==> src/rtl/sram_arbiter.sv <==
// Single-port SRAM scheduler: pipeline reads win. Idle slots go to ADC or buffered SPI writes,
// with starvation protection for SPI. Freeze/thaw of the ADC image takes effect at frame start.
module sram_arbiter #(
  parameter int unsigned X_RES            = 800,
  parameter int unsigned Y_RES            = 600,
  parameter int unsigned READ_LATENCY     = 3,
  parameter int unsigned SPI_FIFO_DEPTH   = 8,
  parameter int unsigned SPI_STARVE_LIMIT = 4
) (
  input  logic        clk,
  input  logic        rst,
  input  logic        freeze_req,
  output logic        frozen,
  input  logic [37:0] adc_pixel_data,
  input  logic        adc_pixel_ready,
  output logic        adc_pixel_read,
  input  logic        spi_pixel_valid,
  input  logic [10:0] spi_pixel_x,
  input  logic [10:0] spi_pixel_y,
  input  logic [15:0] spi_pixel_in,
  output logic        spi_fifo_empty,
  output logic        spi_overflow,
  input  logic        request_active,
  input  logic [10:0] request_x,
  input  logic [10:0] request_y,
  output logic [15:0] request_data,
  output logic        request_ready,
  output logic        sram_we,
  output logic [19:0] sram_addr,
  output logic [17:0] sram_data_in,
  input  logic [17:0] sram_data_out
);

  localparam int unsigned PtrW  = $clog2(SPI_FIFO_DEPTH);
  localparam int unsigned CntW  = PtrW + 1;
  localparam int unsigned StrkW = $clog2(SPI_STARVE_LIMIT + 1);

  localparam logic [10:0]      XResW   = 11'(X_RES);
  localparam logic [10:0]      YResW   = 11'(Y_RES);
  localparam logic [CntW-1:0]  DepthW  = CntW'(SPI_FIFO_DEPTH);
  localparam logic [StrkW-1:0] LimitW  = StrkW'(SPI_STARVE_LIMIT);

  typedef enum logic [1:0] {StLive, StFreezePend, StFrozen, StThawPend} frz_state_e;

  frz_state_e frz_q, frz_d;

  logic [37:0]       fifo_mem_q [SPI_FIFO_DEPTH];
  logic [PtrW-1:0]   rd_ptr_q, rd_ptr_d, wr_ptr_q, wr_ptr_d;
  logic [CntW-1:0]   count_q, count_d;
  logic              ovf_q, ovf_d;
  logic [StrkW-1:0]  streak_q, streak_d;

  logic [READ_LATENCY:0] rd_vld_q, rd_vld_d, rd_oob_q, rd_oob_d;

  logic        we_q, we_d;
  logic [19:0] addr_q, addr_d;
  logic [17:0] wdata_q, wdata_d;

  logic        grant_read, grant_spi, grant_adc;
  logic        spi_pending, fifo_full, push_ok, frame_start, adc_wr_ok;
  logic        rd_inb, spi_inb, adc_inb;
  logic [37:0] head;
  logic [10:0] adc_x, adc_y, head_x, head_y;
  logic        unused_data_hi;

  assign unused_data_hi = ^sram_data_out[17:16];

  assign head   = fifo_mem_q[rd_ptr_q];
  assign head_x = head[37:27];
  assign head_y = head[26:16];
  assign adc_x  = adc_pixel_data[37:27];
  assign adc_y  = adc_pixel_data[26:16];

  assign rd_inb  = (request_x < XResW) && (request_y < YResW);
  assign spi_inb = (head_x < XResW) && (head_y < YResW);
  assign adc_inb = (adc_x < XResW) && (adc_y < YResW);

  assign spi_pending = (count_q != '0);
  assign fifo_full   = (count_q == DepthW);

  assign grant_read = request_active;
  assign grant_spi  = !request_active && spi_pending && (!adc_pixel_ready || streak_q == LimitW);
  assign grant_adc  = !request_active && adc_pixel_ready && !grant_spi;
  assign frame_start = grant_adc && (adc_x == '0) && (adc_y == '0);

  // A full FIFO still takes a push when the head is popped on the same edge.
  assign push_ok = spi_pixel_valid && (!fifo_full || grant_spi);

  always_comb begin
    frz_d     = frz_q;
    adc_wr_ok = 1'b0;
    unique case (frz_q)
      StLive: begin
        adc_wr_ok = 1'b1;
        if (freeze_req) frz_d = StFreezePend;
      end
      StFreezePend: begin
        adc_wr_ok = 1'b1;
        if (!freeze_req) begin
          frz_d = StLive;
        end else if (frame_start) begin
          frz_d     = StFrozen;
          adc_wr_ok = 1'b0;
        end
      end
      StFrozen: begin
        if (!freeze_req) frz_d = StThawPend;
      end
      StThawPend: begin
        if (freeze_req) begin
          frz_d = StFrozen;
        end else if (frame_start) begin
          frz_d     = StLive;
          adc_wr_ok = 1'b1;
        end
      end
      default: frz_d = StLive;
    endcase
  end

  always_comb begin
    rd_ptr_d = rd_ptr_q;
    wr_ptr_d = wr_ptr_q;
    if (grant_spi) rd_ptr_d = rd_ptr_q + PtrW'(1);
    if (push_ok)   wr_ptr_d = wr_ptr_q + PtrW'(1);
    count_d  = count_q + CntW'(push_ok) - CntW'(grant_spi);
    ovf_d    = ovf_q | (spi_pixel_valid && !push_ok);

    streak_d = streak_q;
    if (!spi_pending || grant_spi) begin
      streak_d = '0;
    end else if (grant_adc && streak_q != LimitW) begin
      streak_d = streak_q + StrkW'(1);
    end
  end

  always_comb begin
    we_d     = 1'b0;
    addr_d   = addr_q;
    wdata_d  = wdata_q;
    rd_vld_d = {rd_vld_q[READ_LATENCY-1:0], grant_read};
    rd_oob_d = {rd_oob_q[READ_LATENCY-1:0], grant_read && !rd_inb};
    if (grant_read) begin
      if (rd_inb) addr_d = {request_x[9:0], request_y[9:0]};
    end else if (grant_spi) begin
      if (spi_inb) begin
        we_d    = 1'b1;
        addr_d  = {head_x[9:0], head_y[9:0]};
        wdata_d = {2'b00, head[15:0]};
      end
    end else if (grant_adc) begin
      if (adc_inb && adc_wr_ok) begin
        we_d    = 1'b1;
        addr_d  = {adc_x[9:0], adc_y[9:0]};
        wdata_d = {2'b00, adc_pixel_data[15:0]};
      end
    end
  end

  always_ff @(posedge clk or posedge rst) begin
    if (rst) begin
      frz_q    <= StLive;
      rd_ptr_q <= '0;
      wr_ptr_q <= '0;
      count_q  <= '0;
      ovf_q    <= 1'b0;
      streak_q <= '0;
      rd_vld_q <= '0;
      rd_oob_q <= '0;
      we_q     <= 1'b0;
      addr_q   <= '0;
      wdata_q  <= '0;
    end else begin
      frz_q    <= frz_d;
      rd_ptr_q <= rd_ptr_d;
      wr_ptr_q <= wr_ptr_d;
      count_q  <= count_d;
      ovf_q    <= ovf_d;
      streak_q <= streak_d;
      rd_vld_q <= rd_vld_d;
      rd_oob_q <= rd_oob_d;
      we_q     <= we_d;
      addr_q   <= addr_d;
      wdata_q  <= wdata_d;
    end
  end

  always_ff @(posedge clk) begin
    if (push_ok) fifo_mem_q[wr_ptr_q] <= {spi_pixel_x, spi_pixel_y, spi_pixel_in};
  end

  assign adc_pixel_read = grant_adc && !rst;
  assign frozen         = (frz_q == StFrozen) || (frz_q == StThawPend);
  assign spi_fifo_empty = !spi_pending;
  assign spi_overflow   = ovf_q;
  assign request_ready  = rd_vld_q[READ_LATENCY];
  assign request_data   = (rd_vld_q[READ_LATENCY] && !rd_oob_q[READ_LATENCY]) ?
                          sram_data_out[15:0] : 16'h0000;
  assign sram_we        = we_q;
  assign sram_addr      = addr_q;
  assign sram_data_in   = wdata_q;

endmodule
==> config.mk <==
export PLATFORM = sky130hd
export DESIGN_NAME = sram_arbiter
export DESIGN_NICKNAME = d
export VERILOG_FILES = /design/src/rtl/sram_arbiter.sv
export SDC_FILE = /design/constraint.sdc
export NUM_CORES = 1
export LEC_CHECK = 0
export BUFFER_PORTS_ARGS = -buffer_cell sky130_fd_sc_hd__buf_2
export CAP_MARGIN = 20
export CORE_UTILIZATION = 60
export DETAILED_ROUTE_END_ITERATION = 16
export PLACE_DENSITY = 0.83
export SLEW_MARGIN = 20
export SYNTH_ARGS = -nofsm -noshare
export SYNTH_HDL_FRONTEND = slang
export SYNTH_SLANG_ARGS = --single-unit
==> constraint.sdc <==
create_clock -name clk -period 14.6 [get_ports clk]
set_clock_uncertainty 0.1 [all_clocks]
set_input_delay 1.46 -clock clk [delete_from_list [all_inputs] [get_ports clk]]
set_output_delay 1.46 -clock clk [all_outputs]
set_load 0.03 [all_outputs]
== Yosys cells after proc, flatten, opt, wreduce, memory -nomap -nowiden ==
Memory sizes are Yosys's and may differ from the RTL's.
Index checks and enable logic that the tools add are counted.

* Memories kept: 1
* RAM bits: 304
* Output and inout bits: 60
* Register bits: 63
* Input port bits: 122
* Word-level logic and storage cells: 111

{| class="wikitable"
|+ Memories
! memory !! words !! width !! rd ports !! clocked after Yosys merged registers in !! wr ports !! RTL line !! source
|-
| fifo_mem_q || 8 || 38 || 1 || 0 || 1 || 47 || <nowiki>logic [37:0] fifo_mem_q [SPI_FIFO_DEPTH];</nowiki>
|}

* Multiplexer cells: 32
* Bitwise logic cells: 2
* Reductions and logical operators: 41
* Magnitude comparators: 6
* $add $sub $neg: 5
* Equality and inequality tests: 13

{| class="wikitable"
|+ Operators with widths
! cell !! number
|-
| 20-bit two-way mux || 6
|-
| 18-bit two-way mux || 4
|-
| 11-bit by 10-bit less-than comparator with 1-bit output (second input constant) || 6
|-
| 11-bit logical NOT || 2
|-
| 1-bit logical AND || 16
|-
| 16-bit two-way mux || 1
|-
| 2-bit two-way mux || 6
|-
| 4-bit AND reduction || 3
|-
| 1-bit two-way mux || 11
|-
| 3-bit by 1-bit adder with 3-bit output (second input constant) || 3
|-
| 1-bit logical NOT || 9
|-
| 3-bit != test (second input constant) || 3
|-
| 2-bit one-hot mux with 4 select lines || 1
|-
| 3-bit two-way mux || 2
|-
| 2-bit nonzero test || 3
|-
| 3-bit nonzero test || 2
|-
| 4-bit by 1-bit adder with 4-bit output || 1
|-
| 2-bit equality test (second input constant) || 2
|-
| 4-bit equality test (second input constant) || 1
|-
| 1-bit logical OR || 4
|-
| 2-bit by 1-bit != test with 1-bit output (second input constant) || 2
|-
| 2-bit != test (second input constant) || 2
|-
| 4-bit nonzero test || 1
|-
| 4-bit by 1-bit subtractor with 4-bit output || 1
|-
| 7 further kinds || 7
|}

== Logic depth before layout (Yosys ltp) ==
* Depth in word-level cells: 15
* Gate-level depth with buffers: 13
* Gate-level depth less buffers: 12

== Worst setup path after synthesis ==
Ideal clock, no wire load.

* Kind: input to register
* Start: in adc_pixel_ready
* End: mem fifo_mem_q[0][0] (enable)
* Arrival: 6011 ps
* Path slack: 7961 ps
* Stages on the path: 6
* Path through: a21boi_0 -> or3_1 -> clkbuf_1 -> nand3_1 -> nand2_1 -> nor4_1

* Longest elaborated chain between the ends: 7

{| class="wikitable"
|+ RTL lines
! item !! RTL line !! source
|-
| start, declared || 15 || <nowiki>input logic adc_pixel_ready,</nowiki>
|-
| 1-bit logical NOT || 82 || <nowiki>assign grant_spi = !request_active && spi_pending && (!adc_pixel_ready || streak_q == LimitW);</nowiki>
|-
| 1-bit logical OR || 82 ||
|-
| 1-bit logical AND || 82 ||
|-
| 1-bit logical OR || 87 || <nowiki>assign push_ok = spi_pixel_valid && (!fifo_full || grant_spi);</nowiki>
|-
| 1-bit logical AND || 87 ||
|-
| 1-bit two-way mux || 189 || <nowiki>if (push_ok) fifo_mem_q[wr_ptr_q] <= {spi_pixel_x, spi_pixel_y, spi_pixel_in};</nowiki>
|-
| 1-bit two-way mux (not written as such) || 189 ||
|-
| end, declared || 47 ||
|}

Every way passes these cells.

== Worst setup path after layout ==
* Start: reg rd_ptr_q[1]
* End: reg wdata_q[4] (netlist: sram_data_in[4])

* Longest elaborated chain between the ends: 5

{| class="wikitable"
|+ RTL lines
! item !! RTL line !! source
|-
| start, declared || 48 || <nowiki>logic [PtrW-1:0] rd_ptr_q, rd_ptr_d, wr_ptr_q, wr_ptr_d;</nowiki>
|-
| start signal, assigned || 175 || <nowiki>rd_ptr_q <= rd_ptr_d;</nowiki>
|-
| memory 8 x 38 bit (*) || n/a ||
|-
| 11-bit by 10-bit less-than comparator with 1-bit output || 75 || <nowiki>assign spi_inb = (head_x < XResW) && (head_y < YResW);</nowiki>
|-
| 1-bit logical AND || 75 ||
|-
| 2-bit by 1-bit != test with 1-bit output (no source line) || n/a ||
|-
| 4-bit AND reduction (no source line) || n/a ||
|-
| end signal, assigned || 184 || <nowiki>wdata_q <= wdata_d;</nowiki>
|-
| end, declared || 57 || <nowiki>logic [17:0] wdata_q, wdata_d;</nowiki>
|}

Mark *: on every way between the ends. The rest lies on a longest branch, timed or not. The select of a mux whose other input is x is not followed.
A chain may end at the register's enable or synchronous reset.

==> results_dict.tcl <==
set metrics [dict create \
    port_buffers 177 \
    synth_edf_count 304 \
    start_kind "register" \
    powerDensity_nw_per_um2 195 \
    first_iter_violations 792 \
    ys_warn_count 0 \
    use_met3 0.0520 \
    clkSinkCount 365 \
    antenna_found_initial 6 \
    ant_nets 0 \
    setup_tns_ps 0 \
    crit_type "reg2reg" \
    cp.required_ps 14950 \
    clk_pin_slew_worst_paths_ps 60 \
    cts_tree "done" \
    worst_pin_slew_ps 1010 \
    globalplace.congestion 0.799 \
    seqCellArea_sq_um 10700 \
    die_height_um 159 \
    cts.htree.levels 2 \
    top_usage_layer "met2" \
    postCtsSetupRepairBufs 0 \
    n_fill_cell 1365 \
    clk_path_buf_depth 3 \
    core_sq_um 23800 \
    area_growth_pct 16.2 \
    power_mw 3.33 \
    rsz0062_at_grt "no" \
    worstHoldPathCells 0 \
    drive_gt1_frac 0.374 \
    ff2ff_path_depth 8 \
    dieArea_sq_um 25100 \
    use_met1 0.332 \
    synth_ff_type "edfxtp_1" \
    grtUsageMet2 0.448 \
    cts-root-buf "clkbuf_16" \
    synthArstFlopShare 0.167 \
    wl_mm 32.2 \
    num_rows 56 \
    ys_ff_latch 365 \
    post_drt_wl_per_cell_um 24.4 \
    pin_count 182 \
    clock_latency_ps 520 \
    period_minus_slack_ps 4630 \
    end_kind "register" \
    layout_commonest_cell "edfxtp_1" \
    synthCells 781 \
    place_hpwl_mm 17.6 \
    route.vias.total 8089 \
    status "complete, no violations" \
    cts_made_buffers 36 \
    final_cell_mix "304 x edfxtp_1, 177 x buf_2, 76 x mux4_2, 58 x dfrtp_1, 50 x nand2_1" \
    synth_seq_area_share 0.724 \
    cellLeakagePower_nw 6.24 \
    start_util 0.619 \
    grt_use_total 0.261 \
    fin_crit_sh 0.317 \
    crit_fanout 58 \
    nets 1102 \
    grt_max_degree 67 \
    multi_input_area_sq_um 3840 \
    grt_pass1_vias 8110 \
    syn_area_per_cell_sq_um 18.8 \
    setup_viol 0 \
    maxSlewViolCount 0 \
    drtPass1Iterations 7 \
    worstPathArrival_ps 4980 \
    finalHoldViolCount 0 \
    vias_per_cell 6.13 \
    grt_pass1_wl_mm 46.7 \
    cts.repair.resized 0 \
    grt_overflow 0 \
    synth.distinct_cells 51 \
    dieWidth_um 159 \
    route.detailed.drc 0 \
    hold_path_class "reg2reg" \
    synth_area_sq_um 14700 \
    max_slew_margin 0.325 \
    fmax_ghz 0.216 \
    maxCapViolations 0 \
    cts_hold_buf 0 \
    ir_worst_vdd_mv 0.121 \
]
-- cell families (layout without fill, tap and decap cells) --
| kind of cell | after synthesis | in the layout | share of synthesized area |
|---|---|---|---|
| simple gates | 128 | 128 | 0.0447 |
| compound gates | 96 | 96 | 0.0470 |
| other cells | 1 | 5 | 0.000255 |
| mux | 118 | 118 | 0.151 |
| flops | 365 | 365 | 0.724 |
| fa+ha+maj | 11 | 11 | 0.00987 |
| buf+inv | 55 | 270 | 0.0182 |
| xor+xnor | 7 | 7 | 0.00417 |
-- sequential cells by signal, summed over array words and instances (netlist names), named ones only --
name / flops
frz_q: 1
sram_we: 1
fifo_mem_q: 304
wr_ptr_q: 3
sram_data_in: 16
rd_oob_q: 4
count_q: 4
sram_addr: 20
spi_overflow: 1
rd_vld_q: 4
rd_ptr_q: 3
streak_q: 3
-- worst max-delay path, stage by stage (launching register included) --
cell     delay (ps)
dfrtp_4         630
buf_4           760
mux4_2          600
mux2i_1         480
nor3b_1         140
a21oi_2         200
nand4_2         610
nand2_2         680
o221a_2         310
-- final timing paths --
path                                  start         endpoint  slack [ps]
worst min-delay path            rd_vld_q[1]      rd_vld_q[2]         250
worst max register to register  rd_ptr_q[1]  sram_data_in[4]        9970
worst max-delay path            rd_ptr_q[1]  sram_data_in[4]        9970
min in group asynchronous               rst    sram_addr[12]         920
max in group asynchronous               rst  sram_data_in[7]       12530
worst min register to register  rd_vld_q[1]      rd_vld_q[2]         250
-- area by class of cell --
cell class	count	share of cell area
antenna	3	0.000439
clock buffer	47	0.0581
clock inverter	19	0.00864
inverter	13	0.00285
multi-input combinational	362	0.225
timing repair buffer	191	0.0580
tap	319	0.0233
sequential	365	0.624
-- power by group --
group          switching, mW  internal, mW
Sequential             0.104          1.34
Combinational          0.564         0.432
Clock                  0.380         0.517
Total                   1.05          2.29
-- cell usage after synthesis (2+ instances only) --
cell | number | area (sq um)
nor4_1 | 4 | 25.0
buf_2 | 10 | 50.1
a21oi_1 | 7 | 35.0
nor2_1 | 12 | 45.0
buf_6 | 4 | 45.0
nor3_1 | 6 | 30.0
mux2i_1 | 22 | 220
or3_1 | 2 | 12.5
a211oi_1 | 2 | 15.0
dfrtp_1 | 61 | 1530
a21o_1 | 3 | 22.5
nand4_1 | 2 | 12.5
mux4_2 | 76 | 1710
o21ai_0 | 41 | 205
a211o_1 | 16 | 140
nand2b_1 | 3 | 18.8
nand2_1 | 50 | 188
buf_4 | 5 | 37.5
and2_1 | 18 | 113
ha_1 | 10 | 125
buf_1 | 5 | 18.8
inv_1 | 13 | 48.8
edfxtp_1 | 304 | 9130
xor2_1 | 2 | 17.5
o221a_2 | 16 | 180
o31ai_1 | 2 | 15.0
clkbuf_1 | 18 | 67.6
nor2b_1 | 19 | 119
xnor2_1 | 5 | 43.8
nand3_1 | 2 | 10.0
nor3b_1 | 3 | 22.5
mux2_4 | 19 | 285
-- per-layer routing --
metal	vias up	wire, um
met5	-	36
met4	6	884
met3	76	2520
met2	437	16400
met1	4071	12300
li1	3499	-
-- per-stage QoR --
| stage | cell area [sq um] | utilization | cells | setup slack, ps | hold slack [ps] |
|---|---|---|---|---|---|
| 3_5_place_dp | 15900 | 0.671 | 1250 | 9860 | 236 |
| 2_1_floorplan | 14700 | - | 782 | 7960 | 231 |
| 3_3_place_gp | 15900 | 0.671 | 1250 | 9940 | 234 |
| 4_1_cts | 17100 | 0.719 | 1316 | 10000 | 249 |
| 5_1_grt | 17100 | 0.720 | 1317 | 9750 | 251 |
| 6_report | 17100 | 0.720 | 1319 | 9970 | 246 |
(Power assumes the default switching activity.)
